===== src/rtl/pipe_ctrl.sv =====
// Pipeline sequencer for the 5-stage R2000 core: PC/IF control, bubble and flush
// generation, load-use / HI/LO / imem interlocks and exception entry/return.
module pipe_ctrl #(
  parameter int MULDIV_CYCLES = 12,
  parameter int CNT_W         = 6
) (
  input  logic       clk,
  input  logic       rst_n,
  input  logic       imem_ready,
  input  logic [4:0] id_rs,
  input  logic [4:0] id_rt,
  input  logic       id_uses_rt,
  input  logic       id_mfhilo,
  input  logic       id_rfe,
  input  logic       br,
  input  logic       ex_memread,
  input  logic [4:0] ex_rt,
  input  logic       muldiv_start,
  input  logic       except,
  output logic       pc_en,
  output logic [1:0] pc_sel,
  output logic       ifid_en,
  output logic       ifid_flush,
  output logic       idex_flush,
  output logic       exmem_flush,
  output logic       epc_we,
  output logic       muldiv_busy,
  output logic       in_handler
);

  typedef enum logic [1:0] {
    RUN         = 2'b00,
    EXC_ENTRY   = 2'b01,
    EXC_HANDLER = 2'b10
  } state_t;

  localparam logic [1:0]       SEL_SEQ  = 2'b00;
  localparam logic [1:0]       SEL_BR   = 2'b01;
  localparam logic [1:0]       SEL_EXC  = 2'b10;
  localparam logic [CNT_W-1:0] CNT_LOAD = CNT_W'(MULDIV_CYCLES - 1);

  state_t           state_r;
  logic [CNT_W-1:0] cnt_r;
  logic             busy_r;

  logic lu_haz_s;
  logic hl_haz_s;
  logic stall_s;
  logic exc_acc_s;

  assign lu_haz_s  = ex_memread && (ex_rt != 5'd0) &&
                     ((ex_rt == id_rs) || (id_uses_rt && (ex_rt == id_rt)));
  assign hl_haz_s  = busy_r && id_mfhilo;
  assign stall_s   = lu_haz_s || hl_haz_s || !imem_ready;
  // except is masked once the handler sequence has started
  assign exc_acc_s = except && (state_r == RUN);

  // Sequencer state: exception entry, handler, rfe return
  always_ff @(posedge clk or negedge rst_n) begin
    if (!rst_n) begin
      state_r <= RUN;
    end else begin
      case (state_r)
        RUN: begin
          if (exc_acc_s) state_r <= EXC_ENTRY;
          else           state_r <= RUN;
        end
        EXC_ENTRY: state_r <= EXC_HANDLER;
        EXC_HANDLER: begin
          if (id_rfe && !stall_s) state_r <= RUN;
          else                    state_r <= EXC_HANDLER;
        end
        default: state_r <= RUN;
      endcase
    end
  end

  // HI/LO busy counter; an accepted exception abandons the operation
  always_ff @(posedge clk or negedge rst_n) begin
    if (!rst_n) begin
      cnt_r  <= {CNT_W{1'b0}};
      busy_r <= 1'b0;
    end else if (exc_acc_s) begin
      cnt_r  <= {CNT_W{1'b0}};
      busy_r <= 1'b0;
    end else if (muldiv_start) begin
      cnt_r  <= CNT_LOAD;
      busy_r <= 1'b1;
    end else if (busy_r) begin
      if (cnt_r == {CNT_W{1'b0}}) begin
        busy_r <= 1'b0;
      end else begin
        cnt_r  <= cnt_r - {{(CNT_W-1){1'b0}}, 1'b1};
      end
    end else begin
      cnt_r  <= cnt_r;
      busy_r <= busy_r;
    end
  end

  // Per-cycle pipeline controls: exception > stall > branch > sequential
  always_comb begin
    pc_en       = 1'b1;
    pc_sel      = SEL_SEQ;
    ifid_en     = 1'b1;
    ifid_flush  = 1'b0;
    idex_flush  = 1'b0;
    exmem_flush = 1'b0;
    epc_we      = 1'b0;
    if (!rst_n) begin
      pc_en   = 1'b0;
      ifid_en = 1'b0;
    end else if (exc_acc_s) begin
      pc_sel      = SEL_EXC;
      epc_we      = 1'b1;
      ifid_flush  = 1'b1;
      idex_flush  = 1'b1;
      exmem_flush = 1'b1;
    end else if (stall_s) begin
      pc_en      = 1'b0;
      ifid_en    = 1'b0;
      idex_flush = 1'b1;
    end else if (br) begin
      pc_sel = SEL_BR;
    end else begin
      pc_sel = SEL_SEQ;
    end
  end

  assign muldiv_busy = busy_r && rst_n;
  assign in_handler  = (state_r == EXC_HANDLER) && rst_n;

endmodule


===== config.mk =====
export PLATFORM = sky130hd
export DESIGN_NAME = pipe_ctrl
export DESIGN_NICKNAME = d
export VERILOG_FILES = /design/src/rtl/pipe_ctrl.sv
export SDC_FILE = /design/constraint.sdc
export NUM_CORES = 1
export LEC_CHECK = 0
export CORE_UTILIZATION = 42
export CTS_CLUSTER_DIAMETER = 40
export DETAILED_ROUTE_END_ITERATION = 16
export HOLD_SLACK_MARGIN = 0.03
export PLACE_DENSITY = 0.86
export SKIP_CTS_REPAIR_TIMING = 1
export SLEW_MARGIN = 40
export SYNTH_ARGS = -nofsm -noshare
export SYNTH_HDL_FRONTEND = slang
export SYNTH_SLANG_ARGS = --single-unit

===== constraint.sdc =====
create_clock -name clk -period 2.35 [get_ports clk]
set_input_delay 0.3525 -clock clk [delete_from_list [all_inputs] [get_ports clk]]
set_output_delay 0.3525 -clock clk [all_outputs]
set_load 0.01 [all_outputs]

; ---- Word level (Yosys, flattened, before mapping)
; Index checks and enable logic that the tools add are counted.
[classes]
n_addsub = 1
eq_ne = 5
muxes = 23
n_reduce_logical = 18
[ops]
columns = op, count
row1 = 6-bit 2-to-1 mux, 4
row2 = 1-bit 2-to-1 mux, 15
row3 = 5-bit == test, 2
row4 = 1-bit logical AND, 8
row5 = 6-bit logical NOT, 1
row6 = 2-bit 2-to-1 mux, 3
row7 = 2-bit one-hot mux with 3 select lines, 1
row8 = "6-bit by 1-bit subtractor with 6-bit output, second input constant", 1
row9 = 5-bit nonzero test, 1
row10 = 1-bit logical OR, 3
row11 = "3-bit inequality test, second input constant", 1
row12 = 3-bit nonzero test, 1
row13 = "2-bit by 1-bit == test with 1-bit output, second input constant", 1
row14 = "2-bit == test, second input constant", 1
row15 = 1-bit logical NOT, 2
row16 = 2-bit logical NOT, 1
row17 = 2-bit AND reduction, 1
[totals]
register_bits = 9
input_bits = 25
out_inout_bits = 10
elab_cells = 50

; ---- Longest topological paths before layout
[logic_depth]
word_depth = 10
mapped_depth = 6
depth_no_buf = 6

; ---- Worst setup path before layout
; Ideal clock, no wire load.
[synth_timing]
kind = input-to-output
start = input port ex_rt[3]
end = output port pc_en
t_arrival_ns = 1.659
t_required_ns = 1.997
slack_ns = 0.338
path_stages = 5
n_path_buf = 1
path_cell_list = or4_1 > o21a_1 > nor2b_1 > a21oi_1 > buf_4
[synth_between]
elab_chain_len = 9
word_cells_on_any_way = 12
classes_between = eq/ne: 2 / mux: 3 / reduce/logical: 7
[synth_rtl]
columns = element, line
row1 = start: declaration, 17  ; input logic [4:0] ex_rt,
row2 = 5-bit == test, 52  ; ((ex_rt == id_rs) || (id_uses_rt && (ex_rt == id_rt)));
row3 = 1-bit logical AND, 52
row4 = 1-bit logical OR, 52
row5 = 1-bit logical AND (*), 51  ; assign lu_haz_s = ex_memread && (ex_rt != 5'd0) &&
row6 = 1-bit logical OR (*) (2 in series), 54  ; assign stall_s = lu_haz_s || hl_haz_s || !imem_ready;
row7 = 1-bit 2-to-1 mux (*) (3 in series), -
row8 = end: declaration, 20  ; output logic pc_en,
; Mark *: on every way between the ends. The rest lies on a longest branch, timed or not.

; ---- Worst setup path after layout
[layout_timing]
start = input port except
end = output port exmem_flush
[layout_between]
elab_chain_len = 3
[layout_rtl]
columns = element, line
row1 = start: declaration, 19  ; input logic except,
row2 = 1-bit logical AND, 56  ; assign exc_acc_s = except && (state_r == RUN);
row3 = 1-bit 2-to-1 mux, 113  ; end else if (exc_acc_s) begin
row4 = 1-bit 2-to-1 mux, 110  ; if (!rst_n) begin
row5 = end: declaration, 25  ; output logic exmem_flush,
; No other way between the ends.

==> impl_metrics.py <==
metrics = {
    "floorplan": {
        "chipHeight_um": 43.1,
        "die_x_um": 43.1,
        "die_area_sq_mm": 0.00186,
        "io_pins": 35,
        "core_sq_mm": 0.00154,
        "initial_core_util": 0.460,
        "core.rowCount": 14,
    },
    "grt": {
        "gr-total-overflow": 0,
        "grt_pass1_wl_um": 3020,
        "track_usage": 0.217,
        "grt_start_max_net_pins": 13,
        "antenna_found_initial": 0,
        "grt_pass1_vias": 723,
    },
    "power_and_ir_drop": {
        "power_density_mw_per_mm2": 723,
        "p_clk_frac": 0.139,
        "comb_power_share": 0.529,
        "p_sw_w": 0.000323,
        "p_total_w": 0.000838,
        "sw_frac_of_total": 0.386,
        "power.internal_w": 0.000515,
        "power_frac_seq": 0.332,
        "ir_drop_v": 0.000549,
        "leakage_nw": 0.552,
    },
    "cells_and_area": {
        "layout_commonest_cell": "clkdlybuf4s50_1",
        "syn2layout_area_growth_pct": 63.3,
        "layout-drive-gt1-share": 0.131,
        "antenna_cells": 0,
        "fin_util": 0.752,
        "fin_nets": 150,
        "final_cell_mix": "clkdlybuf4s50_1 (25), xnor2_1 (11), dfrtp_1 (9), buf_4 (9), dlymetal6s2s_1 (8)",
        "final_area_sq_mm": 0.00116,
    },
    "worst_setup_path": {
        "crit_type": "primary input to output pin",
        "worst_ep_required_time_ns": 2.00,
        "path_cells": "clkdlybuf4s50_1, nor3b_1, buf_4, and2_1, clkdlybuf4s50_1",
        "critPathTopFamily": "buffers and inverters",
        "crit_path_start_kind": "primary input",
        "r2r_end": "cnt_r[1]$_DFFE_PN0P_",
        "worst-path-max-fanout": 7,
        "slowest_stage": "clkdlybuf4s50_1",
        "cpPeakStageDelay_ns": 0.56,
        "cp_common_cell": "clkdlybuf4s50_1",
        "reg2reg_from": "cnt_r[2]$_DFFE_PN0P_",
        "endpoint_kind": "output pin",
        "worst-path-buf-inv": 3,
        "r2r_setup_slack_ns": 0.61,
        "r2r_cells": 4,
        "cp.arrival_ns": 1.93,
    },
    "route": {
        "wl_per_cell_um": 13.5,
        "vias_per_cell": 5.41,
        "vias": 747,
        "totalWireLength_um": 1860,
        "met1Wirelength_um": 721,
        "wl_met2_um": 905,
        "postRouteAntennaNets": 0,
        "top_layer_used": "met4",
        "route.met3.wl_um": 208,
        "route.detailed.drc": 0,
        "drt_iter0_drc": 16,
        "drt_pre_antenna_iters": 5,
    },
    "synth": {
        "ys_ff_latch": 9,
        "seq_area_frac_synth": 0.317,
        "synth_cell_type_count": 32,
        "syn-cell-area_sq_um": 709,
        "yosys.area.top_type": "dfrtp_1",
        "syn-num-nets": 107,
        "synth.top_cell.area_share": 0.317,
        "synth_area_leaders": "dfrtp_1 (32%), xnor2_1 (14%), xor2_1 (4.9%), buf_4 (4.2%), a21oi_1 (3.5%)",
        "synth_area_per_cell_sq_um": 8.87,
        "synth-async-reset-ratio": 1.00,
        "syn-instance-count": 80,
        "synth_warnings": 0,
        "synth_edf_count": 0,
        "synth_ff_type": "dfrtp_1",
    },
    "place": {
        "placed_cell_area_sq_mm": 0.00110,
        "port_buffers": 34,
        "dpl.hpwl_um": 1520,
        "pre_cts_slack_ns": -0.575,
        "gp_congestion": 0.853,
    },
    "timing": {
        "slew_violations": 0,
        "fin_crit_sh": 0.971,
        "relSlewSlack": 0.757,
        "worstMarginPinSlew_ns": 0.364,
        "setup_violations": 0,
        "layout_setup_ws_ns": 0.0679,
        "max_freq_mhz": 438,
        "fin_skew_ns": 0.00578,
        "period_needed_ns": 2.28,
        "hold_violations": 0,
    },
    "min_path": {
        "hold_path_class": "primary input to async pin",
    },
    "clock_tree": {
        "clk_path_buf_depth": 2,
        "clock_sinks": 9,
        "clock_latency_ns": 0.26,
        "path_clk_slew_ns": 0.06,
        "root_buffer": "clkbuf_4",
        "cts_tree": "built",
        "htreeDepth": 1,
        "cts_buffers": 3,
    },
    "status": {
        "status": "finished clean",
    },
    "flow_run": {
        "maxCapViolations": 0,
    },
}
final cells by class:
class,instances,area (sq um)
Inverter,4,15.0
Clock buffer,4,26.3
Timing Repair Buffer,43,423
Sequential cell,9,225
Tap cell,16,20.0
Fill cell,104,383
Multi-Input combinational cell,62,449
state kept, by name, indices dropped and copies added (netlist names):
name / count
cnt_r: 6
state_r: 2
busy_r: 1
per-layer routing:
metal  track usage  vias to the layer above
met3        0.0681                        3
met5             0                        -
met2         0.373                       34
li1              -                      367
met4         0.103                        0
met1         0.237                      343
synthesized netlist by cell type, drive strengths merged, types with 2 or more instances:
cell type  number
a21oi           5
nand2           5
nor3            4
ha              2
nand3           2
inv             4
xnor2          11
and2            2
buf             4
nand2b          2
dfrtp           9
or4             2
nand4           2
xor2            4
o21ai           5
o211ai          2
power by group through the flow:
stage | registers (W) | clock network, W | logic, W
after floorplan | 0.000260 | 0 | 0.000285
after global placement | 0.000272 | 0 | 0.000433
after detailed placement | 0.000278 | 0 | 0.000444
after CTS | 0.000275 | 0.000123 | 0.000448
after global routing | 0.000287 | 0.000129 | 0.000489
final | 0.000278 | 0.000116 | 0.000444
worst reg2reg max path, stage by stage (launching register included):
cell and delay (ns):
dfrtp_1 0.43, or3_1 0.44, o21ai_1 0.29, mux2_2 0.37, a21oi_1 0.13
through the flow:
step                instances  TNS [ns]  hold WS, ns
floorplan                  80         0       0.0569
global placement          134     -1.62        0.565
detailed placement        134     -1.79        0.575
CTS                       138     -1.82        0.503
global route              138   -0.0629        0.524
finish                    138         0        0.516
how the worst max path moves through the flow:
stage / startpoint / to / slack, ns / depth (start not counted)
after floorplan: ex_rt[3] / pc_en / 0.34 / 5
after global placement: ex_rt[3] / pc_sel[0] / -0.49 / 5
after detailed placement: ex_rt[3] / pc_sel[0] / -0.57 / 5
after CTS: ex_rt[3] / pc_sel[0] / -0.58 / 5
after global routing: except / exmem_flush / -0.03 / 5
final: except / exmem_flush / 0.07 / 5
logic make-up after synthesis:
group / share of synthesized area
mux: 0.0159
simple gates: 0.189
compound gates: 0.189
xor+xnor: 0.185
flops: 0.317
buf+inv: 0.0688
fa+ha+maj: 0.0353
Note: power is estimated with default switching activity, not from simulation.
